--- src/rtl/lfsr_reconfig.sv ---
// ---------------------------------------------------------------------------
// lfsr_reconfig
//
// Runtime-reconfigurable LFSR pseudo-random generator. The tap mask, seed and
// topology (Fibonacci or Galois) are loaded while idle. Each burst produces
// burst_len values under a start/busy/done handshake, and enable gates every
// advance. If the next state would be all-zero, the generator reloads the seed
// instead and pulses lockup, so it can never stick at zero.
//
// Parameters
//   WIDTH         LFSR width in bits (3..32)
//   CNT_W         burst counter width; longest burst is 2**CNT_W-1 values
//   DEFAULT_TAPS  tap mask after reset
//   DEFAULT_SEED  seed after reset; must be nonzero
//
// Ports
//   clk        in   rising-edge clock
//   reset      in   asynchronous, active-high; restores power-on state
//   enable     in   allows an advance while a burst is running
//   cfg_wr     in   loads cfg_mode/cfg_taps/cfg_seed (honoured only when idle)
//   cfg_mode   in   0 = Fibonacci, 1 = Galois
//   cfg_taps   in   tap mask
//   cfg_seed   in   seed; zero is replaced by DEFAULT_SEED
//   start      in   begins a burst (honoured only when idle, burst_len != 0)
//   abort      in   ends a running burst early, without done
//   burst_len  in   number of advances in the burst
//   lfsr_out   out  current LFSR state
//   out_valid  out  lfsr_out advanced at the last edge
//   busy       out  burst in progress
//   done       out  one-cycle pulse alongside the final value of a burst
//   lockup     out  one-cycle pulse: the zero state was replaced by the seed
// ---------------------------------------------------------------------------
module lfsr_reconfig #(
   parameter int               WIDTH        = 3,
   parameter int               CNT_W        = 8,
   parameter logic [WIDTH-1:0] DEFAULT_TAPS = 3'b101,
   parameter logic [WIDTH-1:0] DEFAULT_SEED = 3'b001
) (
   input  logic             clk,
   input  logic             reset,
   input  logic             enable,
   input  logic             cfg_wr,
   input  logic             cfg_mode,
   input  logic [WIDTH-1:0] cfg_taps,
   input  logic [WIDTH-1:0] cfg_seed,
   input  logic             start,
   input  logic             abort,
   input  logic [CNT_W-1:0] burst_len,
   output logic [WIDTH-1:0] lfsr_out,
   output logic             out_valid,
   output logic             busy,
   output logic             done,
   output logic             lockup
);

   typedef enum logic {
      IDLE,
      RUN
   } stateT;

   stateT            r_state;
   stateT            w_stateNext;
   logic [WIDTH-1:0] r_taps;
   logic [WIDTH-1:0] w_tapsNext;
   logic [WIDTH-1:0] r_seed;
   logic [WIDTH-1:0] w_seedNext;
   logic             r_mode;
   logic             w_modeNext;
   logic [CNT_W-1:0] r_cnt;
   logic [CNT_W-1:0] w_cntNext;
   logic [WIDTH-1:0] w_lfsrNext;
   logic             w_validNext;
   logic             w_busyNext;
   logic             w_doneNext;
   logic             w_lockupNext;
   logic [WIDTH-1:0] w_advance;
   logic [WIDTH-1:0] w_cfgSeed;

   // Candidate next LFSR value for the selected topology. Fibonacci feeds the
   // parity of the tapped bits into the LSB. Galois shifts left and XORs the
   // tap mask in whenever the MSB falls off the top.
   always_comb begin
      w_advance = '0;
      if (r_mode == 1'b0) begin
         w_advance = {lfsr_out[WIDTH-2:0], ^(lfsr_out & r_taps)};
      end else begin
         w_advance = {lfsr_out[WIDTH-2:0], 1'b0} ^ (lfsr_out[WIDTH-1] ? r_taps : '0);
      end
   end

   // A zero seed would lock the generator at zero, so it is replaced by the
   // default at load time.
   always_comb begin
      w_cfgSeed = (cfg_seed != '0) ? cfg_seed : DEFAULT_SEED;
   end

   // Next-state and next-output logic. Everything holds by default. The three
   // pulses (out_valid, done, lockup) default low, so each lasts exactly one
   // cycle unless it is triggered again.
   always_comb begin
      w_stateNext  = r_state;
      w_tapsNext   = r_taps;
      w_seedNext   = r_seed;
      w_modeNext   = r_mode;
      w_cntNext    = r_cnt;
      w_lfsrNext   = lfsr_out;
      w_validNext  = 1'b0;
      w_busyNext   = busy;
      w_doneNext   = 1'b0;
      w_lockupNext = 1'b0;

      case (r_state)
         IDLE: begin
            if (cfg_wr) begin
               w_tapsNext = cfg_taps;
               w_modeNext = cfg_mode;
               w_seedNext = w_cfgSeed;
               w_lfsrNext = w_cfgSeed;
            end else if (start && (burst_len != '0)) begin
               w_cntNext   = burst_len;
               w_busyNext  = 1'b1;
               w_stateNext = RUN;
            end
         end
         RUN: begin
            if (abort) begin
               w_busyNext  = 1'b0;
               w_stateNext = IDLE;
            end else if (enable) begin
               if (w_advance == '0) begin
                  w_lfsrNext   = r_seed;
                  w_lockupNext = 1'b1;
               end else begin
                  w_lfsrNext = w_advance;
               end
               w_validNext = 1'b1;
               w_cntNext   = r_cnt - CNT_W'(1);
               if (r_cnt == CNT_W'(1)) begin
                  w_busyNext  = 1'b0;
                  w_doneNext  = 1'b1;
                  w_stateNext = IDLE;
               end
            end
         end
         default: begin
            w_stateNext = IDLE;
         end
      endcase
   end

   // State and output registers. Reset discards any loaded configuration
   // along with any burst in progress.
   always_ff @(posedge clk or posedge reset) begin
      if (reset) begin
         r_state   <= IDLE;
         r_taps    <= DEFAULT_TAPS;
         r_seed    <= DEFAULT_SEED;
         r_mode    <= 1'b0;
         r_cnt     <= '0;
         lfsr_out  <= DEFAULT_SEED;
         out_valid <= 1'b0;
         busy      <= 1'b0;
         done      <= 1'b0;
         lockup    <= 1'b0;
      end else begin
         r_state   <= w_stateNext;
         r_taps    <= w_tapsNext;
         r_seed    <= w_seedNext;
         r_mode    <= w_modeNext;
         r_cnt     <= w_cntNext;
         lfsr_out  <= w_lfsrNext;
         out_valid <= w_validNext;
         busy      <= w_busyNext;
         done      <= w_doneNext;
         lockup    <= w_lockupNext;
      end
   end

endmodule
--- config.mk ---
export PLATFORM = sky130hd
export DESIGN_NAME = lfsr_reconfig
export DESIGN_NICKNAME = d
export VERILOG_FILES = /design/src/rtl/lfsr_reconfig.sv
export SDC_FILE = /design/constraint.sdc
export NUM_CORES = 1
export LEC_CHECK = 0
export BUFFER_PORTS_ARGS = -buffer_cell sky130_fd_sc_hd__clkbuf_2
export CAP_MARGIN = 30
export CORE_MARGIN = 2
export CORE_UTILIZATION = 53
export CTS_BUF_LIST = sky130_fd_sc_hd__clkbuf_16
export CTS_CLUSTER_DIAMETER = 30
export DETAILED_ROUTE_END_ITERATION = 10
export PLACE_DENSITY = 0.9
export SLEW_MARGIN = 20
export SYNTH_ARGS = -nofsm -noshare
export SYNTH_HDL_FRONTEND = slang
export SYNTH_SLANG_ARGS = --single-unit
--- constraint.sdc ---
create_clock -name clk -period 1.6 [get_ports clk]
set_input_delay 0.16 -clock clk [delete_from_list [all_inputs] [get_ports clk]]
set_output_delay 0.16 -clock clk [all_outputs]
set_load 0.05 [all_outputs]
# Word level (Yosys, flattened, before mapping)
# Index checks and enable logic that the tools add are counted.
[op_classes] reduce_logical=9 shift=0 n_lt_le_gt_ge=0 bitwise_logic=3 n_div=0 multipliers=0 mux=36 addsub=1 n_eq_ne=8
[op_table] op="two-way mux 8 bit" count=4
[op_table] op="two-way mux 1 bit" count=21
[op_table] op="two-way mux 3 bit" count=7
[op_table] op="case mux 8 bit (2 select lines)" count=1
[op_table] op="!= test 2 bit, second input constant" count=5
[op_table] op="== test 8 x 1 -> 1 bit, second input constant" count=1
[op_table] op="AND reduction 4 bit" count=2
[op_table] op="nonzero test 8 bit" count=1
[op_table] op="subtractor 8 x 1 -> 8 bit, second input constant" count=1
[op_table] op="case mux 3 bit (2 select lines)" count=1
[op_table] op="case mux 1 bit (2 select lines)" count=2
[op_table] op="AND 3 bit" count=1
[op_table] op="zero test 3 bit" count=1
[op_table] op="!= test 3 x 2 -> 1 bit, second input constant" count=1
[op_table] op="!= test 3 bit, second input constant" count=1
[op_table] op="AND reduction 3 bit" count=1
[op_table] op="nonzero test 3 bit" count=1
[op_table] op="XOR reduction 3 bit" count=1
[op_table] op="XOR 3 bit" count=1
[op_table] op="AND reduction 2 bit" count=1
[op_table] op="logical AND 1 bit" count=1
[op_table] op="NOT 1 bit" count=1
[totals] elab_cells=67 regBits=23 ramBits=0 latch_bits=0 in_bits=21 memories=0 mem_bits_ro=0 output_inout_bits=7

# Logic depth before layout (Yosys ltp)
# Gate-level depths: netlist (run 1).
[depth] depth_word=8 mapped_depth=6 ltp_nobuf=6

# Worst setup path after synthesis (run 1)
# OpenSTA, ideal clock, no wires.
[synth_path] kind="flip-flop to flip-flop" start="reg lfsr_out[0]" end="reg lfsr_out[0]" arrival_time_ns=1.625 stages_incl_launch_ff=6 required_time_ns=1.518 setup_slack_ns=-0.106 n_path_buf=0 setup_time_ns=0.082 cell_sequence="dfstp_2 > and4bb_1 > a31oi_1 > o32ai_1 > and3_1 > a211o_1"
[synth_via] elab_chain_cells=8 elab_cells_between_ends=9
[synth_lines] item="from (decl)" line="49" text="output logic [WIDTH-1:0] lfsr_out,"
[synth_lines] item="from (signal assigned)" line="171" text="lfsr_out <= w_lfsrNext;"
[synth_lines] item="AND 3 bit" line="85" text="w_advance = {lfsr_out[WIDTH-2:0], ^(lfsr_out & r_taps)};"
[synth_lines] item="XOR reduction 3 bit" line="85"
[synth_lines] item="two-way mux 3 bit *" line="84" text="if (r_mode == 1'b0) begin"
[synth_lines] item="zero test 3 bit" line="130" text="if (w_advance == '0) begin"
[synth_lines] item="two-way mux 3 bit *" line="130"
[synth_lines] item="two-way mux 3 bit *" line="129" text="end else if (enable) begin"
[synth_lines] item="two-way mux 3 bit *" line="126" text="if (abort) begin"
[synth_lines] item="case mux 3 bit (2 select lines) *" line="112" text="case (r_state)"
# Every way passes the cells marked *; elsewhere a longest branch is shown, timed or not. The select of a mux whose other input is x is not followed.
# A chain may end at the register's enable or synchronous reset.

# Final worst setup path (run 1)
[layout_path] start="reg lfsr_out[0]" end="reg lfsr_out[1]"
# The elaborated chain is that of the path after synthesis.

==> results.sh, run 1 <==
export IMPL_reg_clk_slew_reported_paths_ps=60
export IMPL_cts_root_to_sink_buffers=2
export IMPL_tritoncts_clock_tree="done"
export IMPL_total_clock_sinks=23
export IMPL_antenna_found_initial=0
export IMPL_post_route_worst_setup_slack_ps=-27.00
export IMPL_netlist_area_leader_share_pct=35.82
export IMPL_post_route_cells_drive_above_1_share_pct=35.00
export IMPL_unique_cell_type_count_in_the_yosys_netlist=43
export IMPL_maximum_ir_drop_on_the_vdd_rail_mv=0.8481
export IMPL_max_freq_mhz=614.6
export IMPL_clk_root_buffer_cell="sky130_fd_sc_hd__clkbuf_16"
export IMPL_gr_usage_all_layers_pct=26.87
export IMPL_final_core_util_pct=70.22
export IMPL_synth_largest_area_cell="sky130_fd_sc_hd__dfrtp_1"
export IMPL_worst_slew_pin_transition_ps=463.9
export IMPL_synth_area_per_cell_um2=9.482
export IMPL_max_slew_margin_rel_pct=69.07
export IMPL_synth_nets=163
export IMPL_vias_after_detailed_routing=1275
export IMPL_num_antenna_cells=0
export IMPL_postPlaceCellArea_um2=1554
export IMPL_clock_latency_ps=260
export IMPL_cp_arrival_ps=1760
export IMPL_synthesis_area_um2=1328
export IMPL_cp_slowest_stage_delay_ps=650
export IMPL_yosysSeqAreaShare_pct=43.73
export IMPL_hp_start="cfg_mode"
export IMPL_finalMaxSlewViolations=0
export IMPL_finalCritPeriodShare_pct=101.7
export IMPL_yosys_warnings=0
export IMPL_detail_route_wirelength_mm=3.602
export IMPL_port_buffers=27
export IMPL_grt_pass1_vias=1168
export IMPL_synth_ff_latch_count=23
export IMPL_synth_area_top_cells="sky130_fd_sc_hd__dfrtp_1 36%, sky130_fd_sc_hd__dfstp_2 7.9%, sky130_fd_sc_hd__inv_1 3.7%"
export IMPL_finalHoldWorstSlack_ps=115.1
export IMPL_critical_path_reg2reg_startpoint="lfsr_out[0]$_DFFE_PP1P_"
export IMPL_finalHoldViolCount=0
export IMPL_max_cap_viol_count=0
export IMPL_start_util_pct=54.58
export IMPL_syn2layout_area_growth_pct=28.65
export IMPL_final_min_clock_period_ps=1627
export IMPL_clock_skew_final_ps=2.107
export IMPL_dieHeight_um=54.05
export IMPL_violations_in_the_final_reports="setup timing"
export IMPL_required_time_of_the_critical_path_ps=1730
export IMPL_grt_start_max_net_pins=24
export IMPL_power_w=0.002224
export IMPL_detailedRoute_firstIterationViolations=38
export IMPL_rows=18
export IMPL_drtPass1Iterations=4
export IMPL_cellLeakagePower_nw=0.7733
export IMPL_crit_path_cell_chain="and4bb_1, a31oi_2, o32ai_2, buf_4, nand4_1, a31oi_1"
export IMPL_p_per_area_nw_per_um2=1302
export IMPL_pin_count=28
export IMPL_cts_htree_levels=1
export IMPL_rsz0062_at_grt="true"
export IMPL_worstPathMaxFanout=5
export IMPL_mostFrequentLayoutCell="sky130_fd_sc_hd__clkbuf_2"
export IMPL_crit_path_end_kind="flop"
export IMPL_hold_path_class="in -> reg"
export IMPL_dp_worst_setup_slack_ps=-40.14
export IMPL_syn_inst=140
export IMPL_die_x_um=54.05
export IMPL_tritoncts_num_buffers=3
export IMPL_routabilityCongestion=0.7944
export IMPL_worstSetupPathType="reg -> reg"
export IMPL_critical_path_slowest_stage_cell="sky130_fd_sc_hd__dfstp_4"
export IMPL_average_via_count_per_standard_cell=6.071
export IMPL_globalRoute_totalOverflow=0
export IMPL_dp_hpwl_mm=2.394
export IMPL_antenna_viol_nets_final=0
export IMPL_drt_wirelength_per_cell_um=17.15
export IMPL_timing_critical_path_from_type="flop"
export IMPL_design_die_area_um2=2921
export IMPL_worstSetupStartpoint="lfsr_out[0]$_DFFE_PP1P_"
export IMPL_outcome="finished, violations left"
export IMPL_finalSetupViolCount=4
export IMPL_area_of_the_placeable_core_um2=2432
export IMPL_post_route_cell_area_um2=1708
export IMPL_drt_drc_violations_left=0
export IMPL_mostFrequentLayoutCells="27 x sky130_fd_sc_hd__clkbuf_2, 18 x sky130_fd_sc_hd__dfrtp_1, 13 x sky130_fd_sc_hd__inv_1, 13 x sky130_fd_sc_hd__nor2_1, 13 x sky130_fd_sc_hd__buf_4"
export IMPL_grt_pass1_wl_mm=5.526
export IMPL_layout_nets=204
## Yosys cell counts, drive strengths merged
cell type  count
dfrtp         19
nor2          15
inv           13
nand2         12
o21ai         10
a21oi          5
a31oi          4
buf            4
dfstp          4
mux2           4
nand4          4
o21a           4
o22a           4
nor2b          3
nor3           3
a41oi          2
and3           2
ha             2
nand3          2
nor4           2
or3            2
xnor2          2
xor2           2
a2111oi        1
a211o          1
a211oi         1
a21boi         1
a221oi         1
a311oi         1
a32oi          1
and4bb         1
clkbuf         1
mux2i          1
nand2b         1
o211ai         1
o21bai         1
o22ai          1
o31ai          1
o32ai          1
## worst max-delay path, delay by kind of cell (launching register included)
family,cells,cell delay (ps)
DFF,1,650
AOI/OAI and AO/OA,3,380
and+or+nand+nor,2,310
buffers and inverters,1,160
## final timing paths
check / endpoint / slack [ps] / cells past startpoint
max in group asynchronous: r_taps[0]$_DFFE_PP1P_ / 840 / 4
max reg2reg: lfsr_out[1]$_DFFE_PP0P_ / -30 / 6
min reg2reg: done$_DFF_PP0_ / 500 / 1
max: lfsr_out[1]$_DFFE_PP0P_ / -30 / 6
min: r_mode$_DFFE_PP0P_ / 120 / 2
min in group asynchronous: out_valid$_DFF_PP0_ / 460 / 4
## stage by stage
step                      std cells  TNS (ps)
after detailed placement        202    -50.89
after floorplan                 140    -18.66
final                           210    -52.96
after global routing            210    -159.7
after CTS                       208    -11.90
after global placement          202         0
## registers in the layout, summed over array words and instances, names as in the netlist
register,count
r_mode,1
r_seed,3
out_valid,1
done,1
r_state,1
busy,1
r_cnt,8
lfsr_out,3
lockup,1
r_taps,3
## area by class of cell
cell class,instances,area (um2)
clock buffer,3,75.07
tap,30,37.54
sequential,23,585.6
timing repair buffer,41,242.7
inverter,13,48.80
clock inverter,1,5.005
fill,175,724.4
multi-input combinational,99,713.2
## timing repair
| item | in CTS | in global routing |
|---|---|---|
| hold endpoints to repair | 19 | 0 |
| setup buffers | 1 | 2 |
| pin swaps | 2 | 5 |
| setup endpoints to repair | 2 | 3 |
| resized for setup | 1 | 6 |
| hold buffers | 1 | 0 |
## metal layers
layer / share of wire [%] / track usage [%] / vias up / routed length [um]
li1: - / - / 585 / -
met1: 42 / 35.39 / 630 / 1514
met2: 50 / 45.12 / 52 / 1804
met3: 5.7 / 4.167 / 8 / 205
met4: 2.1 / 8.750 / 0 / 77
met5: 0 / 0 / - / 0
## logic make-up after synthesis
| logic type | after synthesis | share of synthesized area (%) |
|---|---|---|
| compound gates | 41 | 23.00 |
| xor+xnor | 4 | 2.640 |
| fa+ha+maj | 2 | 1.885 |
| buf+inv | 18 | 6.221 |
| flops | 23 | 43.73 |
| mux | 5 | 4.147 |
| simple gates | 47 | 18.38 |
## report_power, final
group	internal (W)	switching, W
clock	0.000337	0.000221
combinational	0.000333	0.000441
sequential	0.000730	0.000162
(Power assumes the default switching activity.)
==> inputs of run 2 (changes only) <==
Settings changed: ABC_CLOCK_PERIOD_IN_PS set to 1600, CORE_UTILIZATION 53 to 42, PLACE_DENSITY 0.9 to 0.76.
==> run 2 against run 1 <==
Net effect: the run now ends clean; non-clock buffer count is 1 higher; setup slack improved by 30 ps; sequential power shrank 2%; first-iteration DRC count up 11%; routed wire length decreased by 14%; register-to-register slack gained 30 ps; via count shrank 6.1%; sequential cell count unchanged; final cell count rose by 7.1%; clock power fell by 3.9%; critical path depth decreased by 1; critical path type unchanged; largest cell class unchanged.
==> results.sh, run 2 (synthesis gave the netlist of run 1 again) <==
export IMPL_outcome="finished clean"
export IMPL_cp_slowest_stage_delay_ps=630
export IMPL_clock_skew_final_ps=4.848
export IMPL_final_min_clock_period_ps=1597
export IMPL_finalCritPeriodShare_pct=99.83
export IMPL_hold_path_class="in -> reg"
export IMPL_tritoncts_clock_tree="done"
export IMPL_globalRoute_totalOverflow=0
export IMPL_required_time_of_the_critical_path_ps=1790
export IMPL_worstSetupPathType="reg -> reg"
export IMPL_grt_start_max_net_pins=19
export IMPL_antenna_found_initial=0
export IMPL_average_via_count_per_standard_cell=5.320
export IMPL_start_util_pct=43.84
export IMPL_cts_htree_levels=1
export IMPL_grt_pass1_wl_mm=5.423
export IMPL_drtPass1Iterations=4
export IMPL_mostFrequentLayoutCell="sky130_fd_sc_hd__clkbuf_2"
export IMPL_worst_slew_pin_transition_ps=427.7
export IMPL_detailedRoute_firstIterationViolations=42
export IMPL_pin_count=28
export IMPL_detail_route_wirelength_mm=3.098
export IMPL_critical_path_slowest_stage_cell="sky130_fd_sc_hd__dfstp_4"
export IMPL_cp_arrival_ps=1790
export IMPL_vias_after_detailed_routing=1197
export IMPL_cts_root_to_sink_buffers=2
export IMPL_layout_nets=205
export IMPL_port_buffers=27
export IMPL_cellLeakagePower_nw=0.7697
export IMPL_clk_root_buffer_cell="sky130_fd_sc_hd__clkbuf_16"
export IMPL_path_delay_family="flip-flops"
export IMPL_cp_buffers_inverters=0
export IMPL_p_per_area_nw_per_um2=1244
export IMPL_max_slew_margin_rel_pct=71.46
export IMPL_area_of_the_placeable_core_um2=3028
export IMPL_registers_top_by_ff_count="r_cnt"
export IMPL_mostFrequentLayoutCells="27 x sky130_fd_sc_hd__clkbuf_2, 18 x sky130_fd_sc_hd__dfrtp_1, 14 x sky130_fd_sc_hd__buf_4"
export IMPL_grt_pass1_vias=1215
export IMPL_design_die_area_um2=3626
export IMPL_tritoncts_num_buffers=3
export IMPL_syn2layout_area_growth_pct=28.75
export IMPL_dp_hpwl_mm=2.401
export IMPL_dieHeight_um=60.22
export IMPL_finalMaxSlewViolations=0
export IMPL_finalHoldWorstSlack_ps=130.9
export IMPL_rsz0062_at_grt="true"
export IMPL_finalHoldViolCount=0
export IMPL_crit_path_end_kind="flop"
export IMPL_gr_usage_all_layers_pct=19.80
export IMPL_largest_register_ffs=8
export IMPL_max_freq_mhz=626.0
export IMPL_num_antenna_cells=0
export IMPL_antenna_viol_nets_final=0
export IMPL_clock_latency_ps=250
export IMPL_final_instance_count_excl_fill=225
export IMPL_critical_path_top_cell_by_count="sky130_fd_sc_hd__nand2_1"
export IMPL_drt_wirelength_per_cell_um=13.77
export IMPL_finalSetupViolCount=0
export IMPL_drt_drc_violations_left=0
export IMPL_maximum_ir_drop_on_the_vdd_rail_mv=0.7121
export IMPL_routabilityCongestion=0.9035
export IMPL_crit_path_cell_chain="nand2_1, xor2_1, a32oi_2, nand2_1, a211o_1"
export IMPL_timing_critical_path_from_type="flop"
export IMPL_worstPathMaxFanout=4
export IMPL_reg_clk_slew_reported_paths_ps=60
export IMPL_max_cap_viol_count=0
export IMPL_rows=20
export IMPL_die_x_um=60.22
export IMPL_filler_instances=256
export IMPL_total_clock_sinks=23
export IMPL_dpl_cell_count=219
export IMPL_post_route_cells_drive_above_1_share_pct=33.70
run 2: final timing paths:
kind | cells after the start | to | slack [ps] | from
worst max-delay path | 5 | lfsr_out[0]$_DFFE_PP1P_ | 3 | lfsr_out[0]$_DFFE_PP1P_
worst min-delay path | 2 | r_taps[1]$_DFFE_PP0P_ | 130 | cfg_taps[1]
worst max register to register | 5 | lfsr_out[0]$_DFFE_PP1P_ | 3 | lfsr_out[0]$_DFFE_PP1P_
worst min register to register | 2 | r_seed[0]$_DFFE_PP1P_ | 470 | r_seed[0]$_DFFE_PP1P_
max in group asynchronous | 4 | r_cnt[2]$_DFFE_PP0P_ | 620 | reset
min in group asynchronous | 3 | r_seed[1]$_DFFE_PP0P_ | 430 | reset
run 2: final cells by class:
| type | count | area (um2) | share of cell area [%] |
|---|---|---|---|
| Clock inverter | 1 | 5.005 | 0.2928 |
| Tap cell | 44 | 55.05 | 3.221 |
| Timing Repair Buffer | 42 | 250.2 | 14.64 |
| Sequential cell | 23 | 585.6 | 34.26 |
| Multi-Input combinational cell | 99 | 689.4 | 40.34 |
| Clock buffer | 3 | 75.07 | 4.392 |
| Inverter | 13 | 48.80 | 2.855 |
run 2: worst register-to-register path, stage by stage, from the launching register on:
cell                      delay [ps]
sky130_fd_sc_hd__dfstp_4         630
sky130_fd_sc_hd__nand2_1          60
sky130_fd_sc_hd__xor2_1          180
sky130_fd_sc_hd__a32oi_2         220
sky130_fd_sc_hd__nand2_1         140
sky130_fd_sc_hd__a211o_1         300
run 2: layer usage:
metal | up-vias | track usage, % | wire (um)
met5 | - | 0 | 0
met4 | 0 | 5.714 | 69
met3 | 8 | 4.978 | 171
met2 | 41 | 31.21 | 1471
met1 | 563 | 26.78 | 1385
li1 | 585 | - | -
run 2: timing repair:
| item | in CTS | in global routing |
|---|---|---|
| hold endpoints to repair | 6 | 0 |
| hold buffers | 1 | 0 |
| setup buffers | 0 | 1 |
| gates resized for setup | 0 | 3 |
| setup endpoints to repair | 0 | 5 |
run 2: stage by stage:
| step | total power (W) | TNS [ps] | setup WS, ps | util (%) | instance area, um2 |
|---|---|---|---|---|---|
| detailed placement | 0.001569 | 0 | 20.85 | 52.64 | 1594 |
| floorplan | 0.001340 | -18.66 | -18.66 | - | 1340 |
| CTS | 0.002118 | 0 | 14.35 | 55.62 | 1684 |
| global placement | 0.001531 | 0 | 70.56 | 52.64 | 1594 |
| finish | 0.002126 | 0 | 2.677 | 56.45 | 1709 |
| global route | 0.002283 | -53.46 | -53.46 | 56.45 | 1709 |
run 2: where the power goes:
| part | switching, W | internal (W) |
|---|---|---|
| Sequential | 0.000143 | 0.000729 |
| Combinational | 0.000411 | 0.000307 |
| Clock | 0.000200 | 0.000336 |
